`src/rtl/dmem_arbiter.sv`:
```
`default_nettype none
// ============================================================================
// Module  : dmem_arbiter
// Brief   : Round-robin arbiter sharing one data-memory port between two cores.
// Revision: 1.0 - initial release
// ============================================================================
module dmem_arbiter #(
  parameter int ADDR_W    = 32,
  parameter int DATA_W    = 32,
  parameter int MEM_WORDS = 1024
) (
  input  logic              clk,
  input  logic              reset,
  input  logic              c0_req,
  input  logic              c0_we,
  input  logic [ADDR_W-1:0] c0_addr,
  input  logic [DATA_W-1:0] c0_wdata,
  input  logic [2:0]        c0_mask,
  output logic              c0_ack,
  output logic [DATA_W-1:0] c0_rdata,
  output logic              c0_err,
  input  logic              c1_req,
  input  logic              c1_we,
  input  logic [ADDR_W-1:0] c1_addr,
  input  logic [DATA_W-1:0] c1_wdata,
  input  logic [2:0]        c1_mask,
  output logic              c1_ack,
  output logic [DATA_W-1:0] c1_rdata,
  output logic              c1_err,
  output logic [ADDR_W-1:0] mem_addr,
  output logic [DATA_W-1:0] mem_wdata,
  output logic [2:0]        mem_mask,
  output logic              mem_wr_en,
  output logic              mem_rd_en,
  input  logic [DATA_W-1:0] mem_rdata,
  output logic              busy,
  output logic              owner
);

  typedef enum logic [1:0] {
    IDLE   = 2'd0,
    ACCESS = 2'd1,
    DONE   = 2'd2
  } state_t;

  localparam logic [ADDR_W-1:0] WORD_LIMIT = ADDR_W'(MEM_WORDS);

  state_t            state;
  state_t            state_nxt;
  logic              owner_nxt;
  logic              last;
  logic              sel_we;
  logic [ADDR_W-1:0] sel_addr;
  logic [DATA_W-1:0] sel_wdata;
  logic [2:0]        sel_mask;
  logic [ADDR_W-1:0] word_idx;
  logic              in_range;
  logic [DATA_W-1:0] rdata_sel;

  assign sel_we    = owner ? c1_we    : c0_we;
  assign sel_addr  = owner ? c1_addr  : c0_addr;
  assign sel_wdata = owner ? c1_wdata : c0_wdata;
  assign sel_mask  = owner ? c1_mask  : c0_mask;

  assign word_idx  = {2'b00, sel_addr[ADDR_W-1:2]};
  assign in_range  = (word_idx < WORD_LIMIT);
  assign rdata_sel = (in_range && !sel_we) ? mem_rdata : '0;
  assign busy      = (state != IDLE);

  // Memory port is decoded from state so a reset aborts an access instantly.
  always_comb begin
    state_nxt = state;
    owner_nxt = owner;
    mem_addr  = '0;
    mem_wdata = '0;
    mem_mask  = '0;
    mem_wr_en = 1'b0;
    mem_rd_en = 1'b0;
    case (state)
      IDLE: begin
        if (c0_req && c1_req) begin
          owner_nxt = ~last;
          state_nxt = ACCESS;
        end else if (c0_req) begin
          owner_nxt = 1'b0;
          state_nxt = ACCESS;
        end else if (c1_req) begin
          owner_nxt = 1'b1;
          state_nxt = ACCESS;
        end
      end
      ACCESS: begin
        mem_addr  = sel_addr;
        mem_wdata = sel_wdata;
        mem_mask  = sel_mask;
        mem_wr_en = sel_we & in_range;
        mem_rd_en = ~sel_we & in_range;
        state_nxt = DONE;
      end
      DONE:    state_nxt = IDLE;
      default: state_nxt = IDLE;
    endcase
  end

  always_ff @(posedge clk or negedge reset) begin
    if (!reset) begin
      state <= IDLE;
      owner <= 1'b0;
      last  <= 1'b1;
    end else begin
      state <= state_nxt;
      owner <= owner_nxt;
      if (state == ACCESS) last <= owner;
    end
  end

  always_ff @(posedge clk or negedge reset) begin
    if (!reset) begin
      c0_ack   <= 1'b0;
      c1_ack   <= 1'b0;
      c0_err   <= 1'b0;
      c1_err   <= 1'b0;
      c0_rdata <= '0;
      c1_rdata <= '0;
    end else begin
      c0_ack <= 1'b0;
      c1_ack <= 1'b0;
      c0_err <= 1'b0;
      c1_err <= 1'b0;
      if (state == ACCESS) begin
        if (owner) begin
          c1_ack   <= 1'b1;
          c1_err   <= ~in_range;
          c1_rdata <= rdata_sel;
        end else begin
          c0_ack   <= 1'b1;
          c0_err   <= ~in_range;
          c0_rdata <= rdata_sel;
        end
      end
    end
  end

endmodule
`default_nettype wire
```
`config.mk`:
```
export PLATFORM = sky130hd
export DESIGN_NAME = dmem_arbiter
export DESIGN_NICKNAME = d
export VERILOG_FILES = /design/src/rtl/dmem_arbiter.sv
export SDC_FILE = /design/constraint.sdc
export NUM_CORES = 1
export LEC_CHECK = 0
export ABC_AREA = 1
export BUFFER_PORTS_ARGS = -buffer_cell sky130_fd_sc_hd__buf_4
export CORE_AREA = 2 2 121 123
export CTS_CLUSTER_SIZE = 10
export DETAILED_ROUTE_END_ITERATION = 12
export DIE_AREA = 0 0 123 125
export PLACE_DENSITY_LB_ADDON = 0.25
export SYNTH_ARGS = -nofsm -noshare
export SYNTH_HDL_FRONTEND = slang
export SYNTH_SLANG_ARGS = --single-unit
```
`constraint.sdc`:
```
create_clock -name clk -period 2.1 [get_ports clk]
set_input_delay 0.42 -clock clk [delete_from_list [all_inputs] [get_ports clk]]
set_output_delay 0.42 -clock clk [all_outputs]
set_load 0.005 [all_outputs]
```
# After elaboration in Yosys (flattened, before gate mapping)

Index checks and enable logic that the tools add are counted.

Register bits after elaboration: 72
Input port bits: 172
Output and inout bits: 139
Logic and storage cells: 52

$lt $le $gt $ge: 1
Equality and inequality tests: 2
Mux-type cells: 25
Bitwise gates (word level): 6
Reductions and logical operators: 9

Operators with widths:

| cell                 | count |
|---|---|
| $mux 32              | 5 |
| $lt 30x11->1 const B | 1 |
| $mux 1               | 14 |
| $mux 2               | 3 |
| $mux 3               | 2 |
| $reduce_and 2->1     | 3 |
| $ne 4x4->1 const B   | 1 |
| $not 1->1            | 4 |
| $pmux 2 s2           | 1 |
| $reduce_bool 3->1    | 1 |
| $and 1x1->1          | 2 |
| $eq 2x1->1 const B   | 1 |
| $logic_and 1x1->1    | 2 |
| $logic_not 2->1      | 1 |
| $reduce_bool 2->1    | 1 |
| $logic_not 1->1      | 1 |

# Depth between registers and ports, before layout

Depth after elaboration: 5
Mapped depth: 12

# Least setup slack after synthesis

Ideal clock, no wire load.

Path type: register to output
Start: register owner
End: output mem_rd_en
Arrival time: 1.515 ns
Setup slack: 0.165 ns
Cell stages (with the launch flop): 12
Path through: dfrtp_1 inv_2 buf_2 nand2_1 nand2_1 nand2_1 nor2_1 nand3_1 nor2_2 buf_6 nand2_1 nor2_1

Longest elaborated chain between the ends: 4
Elaborated cells between the ends (all ways): 6
Those cells by class: 1 x order compare; 3 x mux; 2 x bitwise

RTL lines:

| element                                          | line   | text |
|---|---|---|
| start, declared                                  | 37     | `output logic owner` |
| start signal, assigned                           | 112    | `owner <= owner_nxt;` |
| $mux 32 / $mux 1 (equally long branches)         | 61, 60 |  |
| $lt 30x11->1 / $not 1->1 (equally long branches) | 66, 97 |  |
| $and 1x1->1 (*)                                  | 97     | `mem_rd_en = ~sel_we & in_range;` |
| $mux 1 (*)                                       | 79     | `case (state)` |
| end, declared                                    | 34     | `output logic mem_rd_en,` |

Mark *: on every way between the ends. The rest lies on a longest branch, timed or not.

# Final worst setup path

Same ends and word-level chain as after synthesis.

==> flow_summary.json <==
{
  "status": "complete, but fails checks",
  "violations": "setup timing",
  "relSlewSlack_pct": 69.32,
  "avgSynthCellArea_um2": 7.873,
  "hold_viol_final": 0,
  "p_leak_uw": 0.004096,
  "layout.cells.non_filler": 1000,
  "place_ws_ns": 0.05315,
  "clock_path_buffers": 2,
  "rsz0062_at_grt": "yes",
  "critPathCaptureType": "output port",
  "setup_ws_ns": -0.2764,
  "die_x_um": 123,
  "io_buffers": 310,
  "initial_core_util_pct": 27.49,
  "finish.utilization_pct": 50.97,
  "drive_gt1_share_pct": 49.14,
  "area_growth_pct": 85.39,
  "htree_levels": 3,
  "drcViolationCount": 0,
  "dp_cells": 963,
  "n_antenna_cell": 0,
  "cts_made_buffers": 9,
  "yosysWarningCount": 0,
  "io_pins": 311,
  "seq_area_frac_synth_pct": 46.17,
  "ys_seq_elements": 72,
  "synth_cell_types": 19,
  "ant_nets": 0,
  "die-area_mm2": 0.01538,
  "skew_ns": 0.004260,
  "arrival_ns": 1.96,
  "power_density_mw_per_mm2": 1005,
  "grt_first_pass_wirelength_um": 25560,
  "cap_violations": 0,
  "initialDrtViolationCount": 350,
  "wire_per_inst_um": 17.80,
  "min_period_ns": 2.376,
  "antenna_found_initial": 0,
  "grt_usage_pct": 21.32,
  "synth_top_cell_by_area": "dfrtp_1",
  "nFillCells": 1370,
  "finalMaxSlewViolations": 0,
  "row_count": 44,
  "vias": 4881,
  "grt_start_max_net_pins": 65,
  "yosys.area.top_type_share_pct": 45.50,
  "syn_area_mm2": 0.003905,
  "fin_nets": 984,
  "crit_required_ns": 1.68,
  "finalWeightedCongestion": 0.8997,
  "worst_pin_slew_ns": 0.4602,
  "totalWireLength_um": 17800,
  "critical_path.startpoint_type": "flop",
  "die_y_um": 125,
  "fp.coreArea_mm2": 0.01420,
  "synthCells": 496,
  "clock_latency_ns": 0.32,
  "cp_max_fo": 7,
  "clockRootBuffer": "clkbuf_16",
  "dr.pass1.iters": 5,
  "cts_sinks": 72,
  "fin_hold_ws_ns": 0.05025,
  "syn-num-nets": 668,
  "first_global_vias": 4629,
  "dp_hpwl_um": 12670,
  "ir_worst_vdd_v": 0.0005104,
  "post-route-period-util_pct": 113.2,
  "synth_area_leaders": "dfrtp_1 45%, nand2_1 17%, a22o_1 11%",
  "clk_pin_slew_ns": 0.06,
  "viasPerCell": 4.881,
  "critPathKind": "flop to output port",
  "setup_viol": 49,
  "hp-class": "input port to asynchronous set/reset pin",
  "ff2ff_setup_slack_ns": 0.10,
  "grt-ovfl-total": 0,
  "cts_tree": "built",
  "cts_hold_buf": 0,
  "fin_setup_tns_ns": -7.330,
  "max_freq_mhz": 420.8
}
sequential cells by signal, summed over array words and instances (netlist names):
| signal | cells |
|---|---|
| c0_rdata | 32 |
| state | 2 |
| c1_rdata | 32 |
| c1_err | 1 |
| last | 1 |
| c0_err | 1 |
| c1_ack | 1 |
| c0_ack | 1 |
| owner | 1 |
layout by cell type (no fill, tap or decap), types with 7 or more instances in the layout:
master,Yosys,layout
dfrtp_1,71,70
buf_6,7,17
nand2_1,182,165
nor2_1,35,31
inv_1,36,36
o21ai_2,1,8
clkbuf_16,0,14
nand2_2,0,14
nand4_1,65,65
buf_12,0,7
buf_4,3,315
a22o_1,47,46
final cells by class:
class	instances	area [um2]	area share, %
Timing Repair inverter	1	16.27	0.2247
Timing Repair Buffer	346	2877	39.73
Inverter	37	151.4	2.091
Sequential cell	72	1804	24.92
Multi-Input combinational cell	345	1866	25.77
Tap cell	184	230.2	3.180
Clock buffer	10	239.0	3.301
Clock inverter	5	56.30	0.7777
synthesized netlist by cell type:
cell type and number:
buf_2 14, o21ai_0 3, nand4_1 65, nor2_2 2, o21ai_2 1, dfrtp_1 71, a22o_1 47, inv_2 1
dfstp_2 1, o21ai_1 8, buf_6 7, nor2_1 35, nand2_1 182, or2_2 1, clkbuf_4 1, nand3_1 1
clkbuf_1 17, buf_4 3, inv_1 36
metrics by stage:
stage               cell area (um2)  total power (uW)
global placement               6420              4852
finish                         7239              7279
global route                   7239              7689
floorplan                      3905              3152
detailed placement             6420              4879
CTS                            6782              6563
power by group:
group	total [uW]	internal [uW]	leakage [uW]	switching [uW]
logic	4160	2090	0.00296	2070
registers	1610	1520	0.000994	95.0
clock network	1510	945	0.000145	560
total	7280	4550	0.00410	2730
final timing paths:
check | start | end | cells past startpoint
max in group asynchronous | reset | last$_DFFE_PN1N_ | 2
max reg2reg | owner$_DFFE_PN0P_ | c0_rdata[13]$_DFFE_PN0P_ | 12
max | owner$_DFFE_PN0P_ | mem_rd_en | 11
min | reset | c0_rdata[5]$_DFFE_PN0P_ | 1
min in group clk | mem_rdata[10] | c0_rdata[10]$_DFFE_PN0P_ | 3
min reg2reg | c0_rdata[22]$_DFFE_PN0P_ | c0_rdata[22]$_DFFE_PN0P_ | 2
what timing repair did:
| item | in CTS | in global routing |
|---|---|---|
| pin swaps | 5 | 24 |
| hold endpoints to repair | 0 | 0 |
| buffers inserted | 0 | 11 |
| resized for setup | 8 | 52 |
| gates cloned | 2 | 9 |
| endpoints found under the setup margin | 49 | 69 |
layer usage:
metal  wire [um]  GRT usage (%)
met2        8463          33.38
met5           0              0
met3        1669          7.391
met1        7361          28.21
met4         307          5.281
critical path: stages, from the launching register on:
cell and delay (ns):
dfrtp_2 0.50, buf_12 0.19, clkinv_8 0.07, nand2_4 0.04, nand2_2 0.08, nand2_1 0.06
nor2_1 0.14, nand3_2 0.11, nor2_4 0.14, nand2_2 0.08, nor2_2 0.10, buf_4 0.11
kinds of logic (layout without fill, tap and decap cells):
group,Yosys count,count (layout),synth area share (%)
flip-flops,72,72,46.17
AO/OA/AOI/OAI,59,59,12.18
buffers and inverters,79,399,9.773
AND/OR/NAND/NOR,286,286,31.88
Note: power is estimated with default switching activity, not from simulation.
